$ cat src/rtl/can_frame_gen.sv
// can_frame_gen: serializes one buffered CAN 2.0A frame per start request.
// The frame is snapshotted from tx_buff on frame_gen_intl, then driven one bit
// per bit_tick on tx_bit. The frame covers SOF, arbitration, control, data,
// CRC-15, bit stuffing, ACK slot, EOF and intermission. There is no retransmission.
//
// Ports:
//   clk                  system clock, rising edge
//   reset                synchronous, active-low reset
//   bit_tick             one-cycle strobe per CAN bit time
//   frame_gen_intl       start request, honoured only in IDLE
//   tx_buff_1            ID[10:3]
//   tx_buff_2            [7:5] = ID[2:0]; [4:0] unused
//   tx_buff_3..10        data bytes 0..7, byte 0 sent first
//   rtr, dlc             remote flag and data length code
//   rx_bit               bus readback, sampled at the end of the ACK slot
//   tx_bit               serial bit, 1 = recessive (registered)
//   frame_gen_busy       high from capture until return to IDLE
//   tx_success/ack_err   one-cycle completion pulses (ACKed / not ACKed)
module can_frame_gen #(
  parameter int IFS_BITS = 3,
  parameter int EOF_BITS = 7
) (
  input  logic       clk,
  input  logic       reset,
  input  logic       bit_tick,
  input  logic       frame_gen_intl,
  input  logic [7:0] tx_buff_1,
  input  logic [7:0] tx_buff_2,
  input  logic [7:0] tx_buff_3,
  input  logic [7:0] tx_buff_4,
  input  logic [7:0] tx_buff_5,
  input  logic [7:0] tx_buff_6,
  input  logic [7:0] tx_buff_7,
  input  logic [7:0] tx_buff_8,
  input  logic [7:0] tx_buff_9,
  input  logic [7:0] tx_buff_10,
  input  logic       rtr,
  input  logic [3:0] dlc,
  input  logic       rx_bit,
  output logic       tx_bit,
  output logic       frame_gen_busy,
  output logic       tx_success,
  output logic       ack_err
);

  // Each state names the field whose next bit goes out on the coming bit_tick.
  localparam logic [3:0] S_IDLE     = 4'd0;
  localparam logic [3:0] S_SOF      = 4'd1;
  localparam logic [3:0] S_ID       = 4'd2;
  localparam logic [3:0] S_CTRL     = 4'd3;
  localparam logic [3:0] S_DATA     = 4'd4;
  localparam logic [3:0] S_CRC      = 4'd5;
  localparam logic [3:0] S_CRC_DEL  = 4'd6;
  localparam logic [3:0] S_ACK_SLOT = 4'd7;
  localparam logic [3:0] S_ACK_DEL  = 4'd8;
  localparam logic [3:0] S_EOF      = 4'd9;
  localparam logic [3:0] S_IFS      = 4'd10;

  localparam logic [3:0] EOF_LAST = 4'(EOF_BITS - 1);
  // IFS counts emitted bits; one extra tick ends the last one.
  localparam logic [3:0] IFS_DONE = 4'(IFS_BITS);

  // One CRC-15 step (poly 0x4599) for a single unstuffed bit.
  function automatic logic [14:0] crc15_step(input logic [14:0] crc, input logic b);
    logic fb;
    fb = b ^ crc[14];
    crc15_step = {crc[13:0], 1'b0} ^ (fb ? 15'h4599 : 15'h0000);
  endfunction

  logic [3:0]  state_q, state_d;
  logic [3:0]  cnt_q, cnt_d;
  logic [2:0]  byte_q, byte_d;
  logic [10:0] id_q, id_d;
  logic        rtr_q, rtr_d;
  logic [3:0]  dlc_q, dlc_d;
  logic [7:0]  data_q [8];
  logic [7:0]  data_d [8];
  logic [14:0] crc_q, crc_d;
  logic [2:0]  run_q, run_d;
  logic        last_q, last_d;
  logic        ack_ok_q, ack_ok_d;
  logic        tx_bit_q, tx_bit_d;
  logic        busy_q, busy_d;
  logic        success_q, success_d;
  logic        err_q, err_d;

  logic [3:0]  n_bytes_s;
  logic        field_bit_s;
  logic        stuff_zone_s;
  logic        stuff_now_s;
  logic        crc_zone_s;
  logic        unused_ok_s;

  assign unused_ok_s = ^tx_buff_2[4:0];

  // Data byte count: remote frames carry none, DLC above 8 is clamped to 8.
  assign n_bytes_s = rtr_q ? 4'd0 : ((dlc_q > 4'd8) ? 4'd8 : dlc_q);

  // Stuffing spans SOF..CRC; CRC_DEL is included so a stuff bit can follow the last CRC bit.
  assign stuff_zone_s = (state_q >= S_SOF) && (state_q <= S_CRC_DEL);
  assign stuff_now_s  = stuff_zone_s && (run_q == 3'd5);
  assign crc_zone_s   = (state_q >= S_SOF) && (state_q <= S_DATA);

  // Unstuffed bit for the current field position.
  always_comb begin
    field_bit_s = 1'b1;
    case (state_q)
      S_SOF:  field_bit_s = 1'b0;
      S_ID:   field_bit_s = id_q[4'd10 - cnt_q];
      S_CTRL: begin
        case (cnt_q)
          4'd0:    field_bit_s = rtr_q;
          4'd1:    field_bit_s = 1'b0;
          4'd2:    field_bit_s = 1'b0;
          4'd3:    field_bit_s = dlc_q[3];
          4'd4:    field_bit_s = dlc_q[2];
          4'd5:    field_bit_s = dlc_q[1];
          4'd6:    field_bit_s = dlc_q[0];
          default: field_bit_s = 1'b0;
        endcase
      end
      S_DATA:  field_bit_s = data_q[byte_q][3'd7 - cnt_q[2:0]];
      S_CRC:   field_bit_s = crc_q[4'd14 - cnt_q];
      default: field_bit_s = 1'b1;
    endcase
  end

  // Next-state, shadow capture, stuffing, CRC and completion logic.
  always_comb begin
    state_d   = state_q;
    cnt_d     = cnt_q;
    byte_d    = byte_q;
    id_d      = id_q;
    rtr_d     = rtr_q;
    dlc_d     = dlc_q;
    data_d    = data_q;
    crc_d     = crc_q;
    run_d     = run_q;
    last_d    = last_q;
    ack_ok_d  = ack_ok_q;
    tx_bit_d  = tx_bit_q;
    success_d = 1'b0;
    err_d     = 1'b0;

    if (state_q == S_IDLE) begin
      // A bit_tick on the capture edge is deliberately ignored.
      if (frame_gen_intl) begin
        id_d      = {tx_buff_1, tx_buff_2[7:5]};
        rtr_d     = rtr;
        dlc_d     = dlc;
        data_d[0] = tx_buff_3;
        data_d[1] = tx_buff_4;
        data_d[2] = tx_buff_5;
        data_d[3] = tx_buff_6;
        data_d[4] = tx_buff_7;
        data_d[5] = tx_buff_8;
        data_d[6] = tx_buff_9;
        data_d[7] = tx_buff_10;
        state_d   = S_SOF;
        cnt_d     = 4'd0;
        byte_d    = 3'd0;
        crc_d     = 15'h0000;
        run_d     = 3'd0;
        last_d    = 1'b1;
        ack_ok_d  = 1'b0;
        tx_bit_d  = 1'b1;
      end else begin
        tx_bit_d = 1'b1;
      end
    end else if (bit_tick) begin
      if (stuff_now_s) begin
        // Stuff bit: complement of the run, starts a new run, fields and CRC hold.
        tx_bit_d = ~last_q;
        last_d   = ~last_q;
        run_d    = 3'd1;
      end else begin
        tx_bit_d = field_bit_s;
        if (stuff_zone_s) begin
          if (field_bit_s == last_q) begin
            run_d = run_q + 3'd1;
          end else begin
            run_d = 3'd1;
          end
          last_d = field_bit_s;
        end else begin
          run_d  = 3'd0;
          last_d = last_q;
        end
        if (crc_zone_s) begin
          crc_d = crc15_step(crc_q, field_bit_s);
        end else begin
          crc_d = crc_q;
        end

        case (state_q)
          S_SOF: begin
            state_d = S_ID;
            cnt_d   = 4'd0;
          end
          S_ID: begin
            if (cnt_q == 4'd10) begin
              state_d = S_CTRL;
              cnt_d   = 4'd0;
            end else begin
              cnt_d = cnt_q + 4'd1;
            end
          end
          S_CTRL: begin
            if (cnt_q == 4'd6) begin
              cnt_d   = 4'd0;
              byte_d  = 3'd0;
              state_d = (n_bytes_s == 4'd0) ? S_CRC : S_DATA;
            end else begin
              cnt_d = cnt_q + 4'd1;
            end
          end
          S_DATA: begin
            if (cnt_q == 4'd7) begin
              cnt_d = 4'd0;
              if ({1'b0, byte_q} == (n_bytes_s - 4'd1)) begin
                state_d = S_CRC;
              end else begin
                byte_d = byte_q + 3'd1;
              end
            end else begin
              cnt_d = cnt_q + 4'd1;
            end
          end
          S_CRC: begin
            if (cnt_q == 4'd14) begin
              state_d = S_CRC_DEL;
              cnt_d   = 4'd0;
            end else begin
              cnt_d = cnt_q + 4'd1;
            end
          end
          S_CRC_DEL:  state_d = S_ACK_SLOT;
          S_ACK_SLOT: state_d = S_ACK_DEL;
          S_ACK_DEL: begin
            // This tick ends the ACK slot: a dominant readback means acknowledged.
            ack_ok_d = ~rx_bit;
            state_d  = S_EOF;
            cnt_d    = 4'd0;
          end
          S_EOF: begin
            if (cnt_q == EOF_LAST) begin
              state_d = S_IFS;
              cnt_d   = 4'd0;
            end else begin
              cnt_d = cnt_q + 4'd1;
            end
          end
          S_IFS: begin
            if (cnt_q == IFS_DONE) begin
              state_d   = S_IDLE;
              cnt_d     = 4'd0;
              success_d = ack_ok_q;
              err_d     = ~ack_ok_q;
            end else begin
              cnt_d = cnt_q + 4'd1;
            end
          end
          default: begin
            state_d = S_IDLE;
            cnt_d   = 4'd0;
          end
        endcase
      end
    end else begin
      tx_bit_d = tx_bit_q;
    end
  end

  assign busy_d = (state_d != S_IDLE);

  // State and output registers with synchronous active-low reset.
  always_ff @(posedge clk) begin
    if (!reset) begin
      state_q   <= S_IDLE;
      cnt_q     <= 4'd0;
      byte_q    <= 3'd0;
      id_q      <= 11'd0;
      rtr_q     <= 1'b0;
      dlc_q     <= 4'd0;
      for (int i = 0; i < 8; i++) begin
        data_q[i] <= 8'h00;
      end
      crc_q     <= 15'h0000;
      run_q     <= 3'd0;
      last_q    <= 1'b1;
      ack_ok_q  <= 1'b0;
      tx_bit_q  <= 1'b1;
      busy_q    <= 1'b0;
      success_q <= 1'b0;
      err_q     <= 1'b0;
    end else begin
      state_q   <= state_d;
      cnt_q     <= cnt_d;
      byte_q    <= byte_d;
      id_q      <= id_d;
      rtr_q     <= rtr_d;
      dlc_q     <= dlc_d;
      data_q    <= data_d;
      crc_q     <= crc_d;
      run_q     <= run_d;
      last_q    <= last_d;
      ack_ok_q  <= ack_ok_d;
      tx_bit_q  <= tx_bit_d;
      busy_q    <= busy_d;
      success_q <= success_d;
      err_q     <= err_d;
    end
  end

  assign tx_bit         = tx_bit_q;
  assign frame_gen_busy = busy_q;
  assign tx_success     = success_q;
  assign ack_err        = err_q;

endmodule
$ cat config.mk
export PLATFORM = sky130hd
export DESIGN_NAME = can_frame_gen
export DESIGN_NICKNAME = d
export VERILOG_FILES = /design/src/rtl/can_frame_gen.sv
export SDC_FILE = /design/constraint.sdc
export NUM_CORES = 1
export LEC_CHECK = 0
export BUFFER_PORTS_ARGS = -buffer_cell sky130_fd_sc_hd__clkbuf_2
export CORE_UTILIZATION = 40
export CTS_CLUSTER_DIAMETER = 80
export DETAILED_ROUTE_END_ITERATION = 10
export PLACE_DENSITY = 0.68
export SLEW_MARGIN = 10
export SYNTH_ARGS = -nofsm -noshare
export SYNTH_HDL_FRONTEND = slang
export SYNTH_SLANG_ARGS = --single-unit
$ cat constraint.sdc
create_clock -name clk -period 2.9 [get_ports clk]
set_input_delay 0.58 -clock clk [delete_from_list [all_inputs] [get_ports clk]]
set_output_delay 0.58 -clock clk [all_outputs]
set_load 0.05 [all_outputs]
==> metrics <==
CP Max Fanout=11; worst skew pair latency=0.41 ns; pwr/cell area=approximately 580 nW/um^2; CP Capture Type=register; EDFF count, synth=0; worst reg2reg setup slack=around 0.17 ns; relative slew slack=50.72%; vias per inst=roughly 5.3; # setup viols final=0; port buffer count=a little under 90; Ys Warns=0; Die Ht=between 100 and 150 um; Max H-tree Level=4; status=finished with violations; aggregate global routing overflow=0; total CTS buffers=17; flops & latches, synth=between 100 and 150; Antenna Cells=0; Die Area=15680 sq um; starting density of the core=between 40% and 50%; Starting DRT DRC Count=around 330; TritonCTS clock tree=built; Post-DRT Antenna Nets=0; final setup TNS=0 ns; mapped cell area=slightly above 6000 sq um; area grow syn2layout=21.67%; Setup Skew=~0.0066 ns; Clk pin slew, worst setup/hold paths=roughly 0.050 ns; Final #Nets=slightly below 900; crit path kind=reg2reg; initial antenna violation count=0; pin count of the biggest net entering global routing=101; Netlist cell types=67; # IOs=94; placed inst area=between 6000 and 7000 sq um; Max Fclk=0.3662 GHz; Worst VDD drop=0.3717 mV; syn avg cell area=a little under 9 sq um; Cells after Synth=between 700 and 800; crit start category=register; first-pass GRT wire length=23970 um; top cells by count, synth=nand2_1 (196), dfxtp_1 (115), a21boi_0 (92); Post-synth top flop=dfxtp_1; LEAKAGE=roughly 0.0029 uW; # fillers=1403; min Tclk post-route=2.731 ns; Clock Tree Buf Depth=2; Die Wd=125.2 um; top cells by area, synth=dfxtp_1 (38%), nand2_1 (12%), a21boi_0 (11%); Post-Route WL=around 14000 um; overall global routing resource usage=between 10% and 20%; Net Count, Synth=801; WP data arrival=between 3 and 4 ns; Final WS setup=around 0.17 ns; worst endpoint required time=between 3 and 4 ns; Max Slew Vio Count=0; WL/cell=14.76 um; cell taking the most area after synthesis=dfxtp_1; via count=between 5000 and 6000; HPWL Detailed=around 10000 um; Placement Rows=44; dpl ws=~0.042 ns; Final Instance Area=between 7000 and 8000 sq um; type of the most critical hold path=in2reg; top-count cell post-synth=nand2_1; # Post-CTS Setup Buffers=0; failing checks=DRC; vias in the first global route=between 4000 and 5000; Max Cap Viol=0; share of layout cells above drive strength 1=23.13%; post-synthesis sequential area ratio=a little under two fifths; Pre-Repair DR Iteration Count=10; DR DRC count=5; Yosys top cell area share=between 30% and 40%; crit share post-route=a little over nine tenths; CTS sink count=around 120; gp weighted congestion=roughly 0.83; Core Region=around 15000 sq um; Core Util, Final=between 50 and 60%; root buffer cell=clkbuf_16; Least-Margin Pin Slew=0.7381 ns; RSZ-0062 raised after global routing=false; asr flop ratio synth=0%; Final Hold Viols=0
## where the power goes
part           switching (uW)  internal (uW)  total [uW]
clock                     709           1440        2150
combinational             216            199         415
sequential               52.3           1660        1710
total                     978           3300        4280
## area by class of cell
class	instances	area (sq um)	area share, %
tap	184	230.2	3.115
clock inverter	10	158.9	2.150
sequential	115	2302	31.15
clock buffer	20	446.7	6.044
inverter	11	41.29	0.5587
timing repair buffer	113	715.7	9.683
multi-input combinational	518	3496	47.30
## worst paths after layout
check                           depth (start not counted)                 endpoint                   from
worst max-delay path                                    9   crc_q[10]$_SDFFE_PN0P_  cnt_q[0]$_SDFFE_PN0P_
worst min-delay path                                    3  data_q[44]$_SDFFE_PN0P_           tx_buff_5[4]
worst max register to register                          9   crc_q[10]$_SDFFE_PN0P_  cnt_q[0]$_SDFFE_PN0P_
worst min register to register                          1       ack_err$_SDFF_PP0_  ack_ok_q$_SDFFE_PN0P_
## layout by cell type (no fill, tap or decap), drive strengths merged, types with 3 or more instances in the layout
master,Yosys,final
nand2,196,196
dfxtp,115,115
clkbuf,47,107
a21boi,93,93
buf,12,26
nand3,22,22
mux4,22,22
o21ai,21,21
nor2,20,20
inv,11,11
mux2i,9,9
nor2b,9,9
xnor2,9,9
ha,8,8
a21oi,7,7
nand4,7,7
a32o,7,7
and2,7,7
nand3b,6,6
nor3,5,5
xnor3,5,5
nand2b,4,4
or3,4,4
bufinv,0,4
and3,4,4
clkinv,0,4
o21a,3,3
mux2,3,3
xor2,3,3
nor4,3,3
## metal layers
layer | track usage (%) | wire [um]
met1 | 25.16 | 6765
met2 | 30.66 | 6630
met3 | 5.220 | 714
met4 | 6.743 | 218
met5 | 0 | 0
## registers in the layout, summed over array words and instances, names as in the netlist, 3 cells and up
register  flops
byte_q        3
cnt_q         4
crc_q        15
data_q       64
dlc_q         4
id_q         11
run_q         3
state_q       4
## through the flow
step / power, uW / hold WS, ns / std cells
after floorplan: 2004 / 0.4077 / 703
final: 4282 / 0.3947 / 971
after global placement: 2154 / 0.4267 / 941
after global routing: 4468 / 0.3816 / 971
after detailed placement: 2160 / 0.4342 / 941
after CTS: 4325 / 0.3808 / 971
## cells by family (layout without fill, tap and decap cells)
| logic type | Yosys count | after routing | share of synthesized area (%) |
|---|---|---|---|
| AND/OR/NAND/NOR | 295 | 295 | 21.42 |
| AO/OA/AOI/OAI | 164 | 164 | 20.25 |
| flip-flops | 115 | 115 | 37.90 |
| buffers and inverters | 70 | 154 | 4.758 |
| multiplexers | 34 | 34 | 10.20 |
| XOR/XNOR | 17 | 17 | 3.831 |
| adder cells (fa/ha/maj) | 8 | 8 | 1.648 |
## worst max-delay path, stage by stage, from the launching register on
cell	delay, ns
dfxtp_1	0.40
inv_1	0.08
ha_2	0.50
mux4_2	0.36
mux2i_1	0.17
o22ai_1	0.11
nor3_1	0.20
and3_4	0.34
xnor3_1	0.24
a32o_1	0.21
## repair_timing
action	4_1_cts	5_1_grt
hold buffers	0	0
gates resized for setup	0	3
endpoints found under the setup margin	0	8
Power figures use the tool's default switching activity.
